### config.mk
export PLATFORM = sky130hd
export DESIGN_NAME = module_spi_sequencer_flat
export DESIGN_NICKNAME = d
export VERILOG_FILES = /design/src/rtl/module_spi_sequencer_if.sv /design/src/rtl/module_spi_sequencer.sv /design/src/flat_wrapper.sv
export SDC_FILE = /design/constraint.sdc
export NUM_CORES = 1
export LEC_CHECK = 0
export ABC_AREA = 1
export BUFFER_PORTS_ARGS = -buffer_cell sky130_fd_sc_hd__buf_2
export CORE_ASPECT_RATIO = 1.25
export CORE_MARGIN = 4
export CORE_UTILIZATION = 46
export DETAILED_ROUTE_END_ITERATION = 10
export PLACE_DENSITY = 0.86
export SYNTH_ARGS = -nofsm -noshare
export SYNTH_HDL_FRONTEND = slang
export SYNTH_SLANG_ARGS = --single-unit
### constraint.sdc
create_clock -name clk_i -period 4.3 [get_ports clk_i]
set_input_delay 0.645 -clock clk_i [delete_from_list [all_inputs] [get_ports clk_i]]
set_output_delay 0.645 -clock clk_i [all_outputs]
set_load 0.01 [all_outputs]
### src/rtl/module_spi_sequencer_if.sv
// Requester tx stream, consumer rx stream, status flags and SPI interface register bus.
// master = sequencer view, slave = application/SPI-block view.
interface module_spi_sequencer_if #(
    parameter int N = 8
);
    localparam int AW = $clog2(N);
    localparam int LW = AW + 1;

    logic          start_i;
    logic [LW-1:0] len_i;
    logic          tx_valid_i;
    logic [7:0]    tx_data_i;
    logic          tx_ready_o;
    logic          rx_valid_o;
    logic [7:0]    rx_data_o;
    logic          rx_ready_i;
    logic          busy_o;
    logic          done_o;
    logic          err_o;
    logic          wr_o;
    logic          reg_sel_o;
    logic [AW-1:0] addr_o;
    logic [31:0]   entrada_o;
    logic [31:0]   salida_i;

    modport master (
        input  start_i, len_i, tx_valid_i, tx_data_i, rx_ready_i, salida_i,
        output tx_ready_o, rx_valid_o, rx_data_o, busy_o, done_o, err_o,
               wr_o, reg_sel_o, addr_o, entrada_o
    );

    modport slave (
        output start_i, len_i, tx_valid_i, tx_data_i, rx_ready_i, salida_i,
        input  tx_ready_o, rx_valid_o, rx_data_o, busy_o, done_o, err_o,
               wr_o, reg_sel_o, addr_o, entrada_o
    );
endinterface

### src/rtl/module_spi_sequencer.sv
// SPI register-bus sequencer: loads a tx burst, triggers send, polls, returns rx bytes.
// Latency start->done >= len+1+poll+len*(READ_LAT+1)+2 cycles; len=0 finishes the next cycle.
// Backpressure: tx_ready_o only in LOAD, rx byte held until rx_ready_i; SPI_SEQ_TIMEOUT_EN adds a poll timeout.
module module_spi_sequencer #(
    parameter int N           = 8,
    parameter int READ_LAT    = 2,
    parameter int TIMEOUT_CYC = 65535
) (
    input  logic                   clk_i,
    input  logic                   reset_i,
    module_spi_sequencer_if.master bus
);
    localparam int AW = $clog2(N);
    localparam int LW = AW + 1;
    localparam int CW = (READ_LAT > 1) ? $clog2(READ_LAT) : 1;

    typedef enum logic [2:0] {
        S_IDLE, S_LOAD, S_WR_CTRL, S_POLL, S_READ, S_RX_OUT, S_RELEASE, S_DONE
    } state_t;

    state_t        state_q, state_d;
    logic [LW-1:0] len_q, len_d;
    logic [LW-1:0] idx_q, idx_d;
    logic [CW-1:0] lat_q, lat_d;
    logic [7:0]    rx_data_q, rx_data_d;
    logic          lat_done;
    logic          unused_salida;

    // lat_q counts cycles since addr/reg_sel settled; the last one is the valid sample
    assign lat_done      = (lat_q == CW'(READ_LAT - 1));
    assign unused_salida = ^{bus.salida_i[31:16], bus.salida_i[7:1]};

`ifdef SPI_SEQ_TIMEOUT_EN
    localparam int TW = $clog2(TIMEOUT_CYC + 1);
    logic [TW-1:0] tmo_q, tmo_d;
    logic          err_q, err_d;
`endif

    always_ff @(posedge clk_i or posedge reset_i) begin
        if (reset_i) begin
            state_q   <= S_IDLE;
            len_q     <= '0;
            idx_q     <= '0;
            lat_q     <= '0;
            rx_data_q <= '0;
`ifdef SPI_SEQ_TIMEOUT_EN
            tmo_q     <= '0;
            err_q     <= 1'b0;
`endif
        end else begin
            state_q   <= state_d;
            len_q     <= len_d;
            idx_q     <= idx_d;
            lat_q     <= lat_d;
            rx_data_q <= rx_data_d;
`ifdef SPI_SEQ_TIMEOUT_EN
            tmo_q     <= tmo_d;
            err_q     <= err_d;
`endif
        end
    end

    always_comb begin
        state_d   = state_q;
        len_d     = len_q;
        idx_d     = idx_q;
        lat_d     = lat_q;
        rx_data_d = rx_data_q;
`ifdef SPI_SEQ_TIMEOUT_EN
        tmo_d     = tmo_q;
        err_d     = err_q;
`endif
        unique case (state_q)
            S_IDLE: begin
                if (bus.start_i) begin
                    idx_d   = '0;
                    len_d   = (bus.len_i > LW'(N)) ? LW'(N) : bus.len_i;
                    state_d = (bus.len_i == '0) ? S_DONE : S_LOAD;
`ifdef SPI_SEQ_TIMEOUT_EN
                    err_d   = 1'b0;
`endif
                end
            end
            S_LOAD: begin
                if (bus.tx_valid_i) begin
                    if (idx_q == len_q - LW'(1)) begin
                        idx_d   = '0;
                        state_d = S_WR_CTRL;
                    end else begin
                        idx_d = idx_q + LW'(1);
                    end
                end
            end
            S_WR_CTRL: begin
                lat_d   = '0;
                state_d = S_POLL;
`ifdef SPI_SEQ_TIMEOUT_EN
                tmo_d   = '0;
`endif
            end
            S_POLL: begin
                if (lat_done) begin
                    lat_d = '0;
                    if (!bus.salida_i[0]) begin
                        idx_d   = '0;
                        state_d = S_READ;
                    end
                end else begin
                    lat_d = lat_q + CW'(1);
                end
`ifdef SPI_SEQ_TIMEOUT_EN
                // a completed poll in the final allowed cycle still wins over the timeout
                if (state_d == S_POLL) begin
                    if (tmo_q == TW'(TIMEOUT_CYC - 1)) begin
                        err_d   = 1'b1;
                        state_d = S_RELEASE;
                    end else begin
                        tmo_d = tmo_q + TW'(1);
                    end
                end
`endif
            end
            S_READ: begin
                if (lat_done) begin
                    lat_d     = '0;
                    rx_data_d = bus.salida_i[15:8];
                    state_d   = S_RX_OUT;
                end else begin
                    lat_d = lat_q + CW'(1);
                end
            end
            S_RX_OUT: begin
                if (bus.rx_ready_i) begin
                    idx_d   = idx_q + LW'(1);
                    state_d = (idx_q + LW'(1) == len_q) ? S_RELEASE : S_READ;
                end
            end
            S_RELEASE: state_d = S_DONE;
            S_DONE:    state_d = S_IDLE;
        endcase
    end

    always_comb begin
        bus.tx_ready_o = 1'b0;
        bus.rx_valid_o = 1'b0;
        bus.busy_o     = (state_q != S_IDLE);
        bus.done_o     = 1'b0;
        bus.wr_o       = 1'b0;
        bus.reg_sel_o  = 1'b0;
        bus.addr_o     = '0;
        bus.entrada_o  = '0;
        unique case (state_q)
            S_LOAD: begin
                bus.tx_ready_o = 1'b1;
                if (bus.tx_valid_i) begin
                    bus.wr_o      = 1'b1;
                    bus.reg_sel_o = 1'b1;
                    bus.addr_o    = idx_q[AW-1:0];
                    bus.entrada_o = {24'h0, bus.tx_data_i};
                end
            end
            S_WR_CTRL: begin
                bus.wr_o      = 1'b1;
                bus.entrada_o = {19'h0, 9'(len_q), 2'b00, 1'b1, 1'b1};
            end
            S_READ: begin
                bus.reg_sel_o = 1'b1;
                bus.addr_o    = idx_q[AW-1:0];
            end
            S_RX_OUT: begin
                bus.reg_sel_o  = 1'b1;
                bus.addr_o     = idx_q[AW-1:0];
                bus.rx_valid_o = 1'b1;
            end
            S_RELEASE: bus.wr_o   = 1'b1;
            S_DONE:    bus.done_o = 1'b1;
            default: ;
        endcase
    end

    assign bus.rx_data_o = rx_data_q;
`ifdef SPI_SEQ_TIMEOUT_EN
    assign bus.err_o = err_q;
`else
    assign bus.err_o = 1'b0;
`endif
endmodule
### src/flat_wrapper.sv
// flat-port wrapper written by rule: the top's interface ports become plain ports
module module_spi_sequencer_flat 
#(
    parameter int N           = 8,
    parameter int READ_LAT    = 2,
    parameter int TIMEOUT_CYC = 65535
)
  (clk_i, reset_i, bus_start_i, bus_len_i, bus_tx_valid_i, bus_tx_data_i, bus_rx_ready_i, bus_salida_i, bus_tx_ready_o, bus_rx_valid_o, bus_rx_data_o, bus_busy_o, bus_done_o, bus_err_o, bus_wr_o, bus_reg_sel_o, bus_addr_o, bus_entrada_o);
  module_spi_sequencer_if #(.N(N)) bus_i ();
  input  logic clk_i;
  input  logic reset_i;
  input wire logic [$bits(bus_i.start_i)-1:0] bus_start_i;
  input wire logic [$bits(bus_i.len_i)-1:0] bus_len_i;
  input wire logic [$bits(bus_i.tx_valid_i)-1:0] bus_tx_valid_i;
  input wire logic [$bits(bus_i.tx_data_i)-1:0] bus_tx_data_i;
  input wire logic [$bits(bus_i.rx_ready_i)-1:0] bus_rx_ready_i;
  input wire logic [$bits(bus_i.salida_i)-1:0] bus_salida_i;
  output wire logic [$bits(bus_i.tx_ready_o)-1:0] bus_tx_ready_o;
  output wire logic [$bits(bus_i.rx_valid_o)-1:0] bus_rx_valid_o;
  output wire logic [$bits(bus_i.rx_data_o)-1:0] bus_rx_data_o;
  output wire logic [$bits(bus_i.busy_o)-1:0] bus_busy_o;
  output wire logic [$bits(bus_i.done_o)-1:0] bus_done_o;
  output wire logic [$bits(bus_i.err_o)-1:0] bus_err_o;
  output wire logic [$bits(bus_i.wr_o)-1:0] bus_wr_o;
  output wire logic [$bits(bus_i.reg_sel_o)-1:0] bus_reg_sel_o;
  output wire logic [$bits(bus_i.addr_o)-1:0] bus_addr_o;
  output wire logic [$bits(bus_i.entrada_o)-1:0] bus_entrada_o;
  assign bus_i.start_i = bus_start_i;
  assign bus_i.len_i = bus_len_i;
  assign bus_i.tx_valid_i = bus_tx_valid_i;
  assign bus_i.tx_data_i = bus_tx_data_i;
  assign bus_i.rx_ready_i = bus_rx_ready_i;
  assign bus_i.salida_i = bus_salida_i;
  assign bus_tx_ready_o = bus_i.tx_ready_o;
  assign bus_rx_valid_o = bus_i.rx_valid_o;
  assign bus_rx_data_o = bus_i.rx_data_o;
  assign bus_busy_o = bus_i.busy_o;
  assign bus_done_o = bus_i.done_o;
  assign bus_err_o = bus_i.err_o;
  assign bus_wr_o = bus_i.wr_o;
  assign bus_reg_sel_o = bus_i.reg_sel_o;
  assign bus_addr_o = bus_i.addr_o;
  assign bus_entrada_o = bus_i.entrada_o;
  module_spi_sequencer #(.N(N), .READ_LAT(READ_LAT), .TIMEOUT_CYC(TIMEOUT_CYC)) u_core (.clk_i(clk_i), .reset_i(reset_i), .bus(bus_i));
endmodule
==> results_dict.tcl <==
set metrics [dict create \
    clkTransAtPathRegs_ns 0.07 \
    clockBufferDepth 2 \
    max_freq_mhz 423 \
    area.growth.synth_to_final_pct 17.8 \
    cts_sinks 20 \
    layout.filler_cells 325 \
    synth_compound_gate_area_share 0.0403 \
    post_synth_fa_ha_maj_area_fraction 0.0165 \
    tritoncts_clock_tree "built" \
    timing.hold.ws_ns 0.503 \
    synth-edff-count 0 \
    setup_tns_ns 0 \
    setup-violations-final 0 \
    kind_of_start_point_of_the_critical_path "flop" \
    worstPathMaxFanout 7 \
    muxShareOfSynthArea 0.0593 \
    ios 99 \
    synth_largest_type_area_fraction 0.329 \
    hp-start "u_core.bus.rx_data_o[6]" \
    synth.top_cells.by_area "dfrtp_1 (33%), nand2_1 (14%), buf_4 (12%)" \
    drc_errors 0 \
    grt_antenna_before_repair 0 \
    power_per_cell_area_nw_per_um2 667 \
    cell_count_after_synthesis 215 \
    post_route_cells_drive_above_1_share 0.313 \
    finalClockSkew_ns 0.000920 \
    rsz_0062_raised_after_global_routing "false" \
    design_area_um2 1790 \
    critical_path.endpoint_type "output pin" \
    wire_length_of_the_first_global_routing_pass_um 5290 \
    switchingPower_mw 0.539 \
    globalRoute.totalOverflow 0 \
    cts-buffers-inserted 3 \
    routedWlPerCell_um 10.7 \
    wl_um 3250 \
    num_rows 23 \
    post-dp-hpwl_um 2690 \
    clock_power_share 0.157 \
    vias_in_the_first_global_route 1309 \
    detailed_place.area_um2 1720 \
    combinationalPowerShare 0.562 \
    grt_max_degree 21 \
    finalNonFillerCells 305 \
    cp.required_ns 3.65 \
    dpl.cell_count 301 \
    r2r-start "u_core.len_q[1]" \
    timing.max_slew.rel_slack 0.489 \
    floorplan.die_area_um2 4290 \
    die_w_um 59.4 \
    final_nets 320 \
    timing.final.crit_period_ns 2.36 \
    first_drt_iteration_drcs 41 \
    lkg_pwr_nw 1.05 \
    port_buffers 50 \
    synth.ff_latch_count 20 \
    synth_cell_types 22 \
    grt_usage 0.158 \
    drt_pre_antenna_iters 4 \
    tightestPinTransition_ns 0.765 \
    yosysWarnings 0 \
    post_synth_instance_area_um2 1520 \
    ys_async_sr_fraction 1.00 \
    status "completed" \
    cts.hold.buffers_added 0 \
    clock-root-buffer "clkbuf_8" \
    layout_worst_path_cycle_share 0.549 \
    die_height_um 72.3 \
    synth_top_family_by_area "simple AND/OR/NAND/NOR gates" \
    arrival_ns 1.72 \
    cts.htree.levels 1 \
    power.switching_fraction 0.451 \
    drtAntennaViolNets 0 \
    synth_xor_xnor_area_share 0.0173 \
    cts_resized 0 \
    routed-via-count 1408 \
    sequential_fraction_of_design_power 0.281 \
    vdd_ir_drop_max_mv 0.449 \
    route.detailed.vias_per_inst 4.62 \
    gp_congestion 0.852 \
    floorplan.initialDensity 0.476 \
    synthDominantAreaCellType "dfrtp_1" \
    critical_path.startpoint "u_core.state_q[0]" \
    final_slew_violations 0 \
    synth-main-ff-cell "dfrtp_1" \
    holdCritPathClass "flop to flop" \
    cts_setup_buffers 0 \
    num_antenna_cells 0 \
    yosysSeqAreaShare 0.329 \
    syn_avg_cell_area_um2 7.07 \
    floorplan.core_area_um2 3190 \
    cap_violations 0 \
    clkLatencyLatePin_ns 0.26 \
    timing_hold_violations_final 0 \
    internal_power_mw 0.655 \
    synthSimpleGateAreaFrac 0.340 \
    critPathKind "flop to output pin" \
]
-- layer usage --
layer / global-route usage / wire, um
met2: 0.272 / 1660
met3: 0.0231 / 231
met4: 0.0705 / 54
met1: 0.189 / 1310
met5: 0 / 0
-- layout make-up --
class / count / area, um2 / share of cell area
multi-input combinational: 165 / 813 / 0.454
sequential: 20 / 500 / 0.280
clock buffer: 3 / 41.3 / 0.0231
timing repair buffer: 50 / 250 / 0.140
inverter: 29 / 109 / 0.0608
tap: 37 / 46.3 / 0.0259
clock inverter: 1 / 30.0 / 0.0168
-- kinds of logic (layout without fill, tap and decap cells) --
group	after synthesis	in the layout
XOR/XNOR	3	3
multiplexers	8	8
adder cells (fa/ha/maj)	2	2
buffers and inverters	54	83
AO/OA/AOI/OAI	12	12
flip-flops	20	20
other	1	25
AND/OR/NAND/NOR	115	115
-- per-stage QoR --
stage	setup slack [ns]	power (mW)	util
final	1.94	1.19	0.561
after global routing	1.78	1.31	0.561
after CTS	1.94	1.20	0.561
after detailed placement	2.23	1.01	0.538
after global placement	2.26	0.987	0.538
after floorplan	2.45	0.834	-
-- registers in the layout, indices dropped and copies added, names as in the netlist --
signal	cells
u_core.bus.rx_data_o	8
u_core.idx_q	4
u_core.len_q	4
u_core.state_q	3
u_core.lat_done	1
-- power by group through the flow --
stage	combinational, mW	sequential, mW	clock (mW)
floorplan	0.486	0.348	0
global placement	0.652	0.335	0
detailed placement	0.673	0.339	0
CTS	0.676	0.336	0.190
global route	0.759	0.352	0.197
finish	0.671	0.335	0.188
-- path summary, 6_finish.rpt --
kind,endpoint,slack (ns),cells past startpoint
worst max-delay path,bus_addr_o[0],1.94,9
worst max register to register,u_core.idx_q[1],2.68,9
min in group asynchronous,u_core.idx_q[1],0.51,2
max in group asynchronous,u_core.bus.rx_data_o[6],3.31,2
worst min register to register,u_core.bus.rx_data_o[6],0.50,1
worst min-delay path,u_core.bus.rx_data_o[6],0.50,1
-- Yosys cell counts, types with 4 or more instances --
master	count
inv_1	25
nand3_1	13
o21ai_0	9
mux2_2	8
nand2_2	5
inv_2	4
nor2_1	24
dfrtp_1	20
nand2_1	58
buf_4	25
nor2_2	8
-- placed cells by master, fill, tap and decap left out, types with 2 or more instances in the layout --
| cell | instances |
|---|---|
| nand2_1 | 58 |
| conb_1 | 25 |
| clkbuf_8 | 3 |
| nand3_1 | 13 |
| xnor2_1 | 2 |
| buf_2 | 50 |
| ha_1 | 2 |
| nor2_2 | 8 |
| dfrtp_1 | 20 |
| mux2_2 | 8 |
| nor2_1 | 24 |
| nor2_4 | 2 |
| nand2_2 | 5 |
| a21oi_1 | 2 |
| inv_1 | 25 |
| o21ai_0 | 9 |
| inv_2 | 4 |
| nor3_1 | 2 |
-- critical path, stage by stage, from the launching register on --
cell and delay, ns:
dfrtp_1 0.47, inv_1 0.14, nor2_4 0.17, nand2_4 0.09, inv_2 0.10, nand2_1 0.08
inv_2 0.12, nor2_2 0.08, nor2_2 0.07, buf_2 0.13
(Power assumes the default switching activity.)
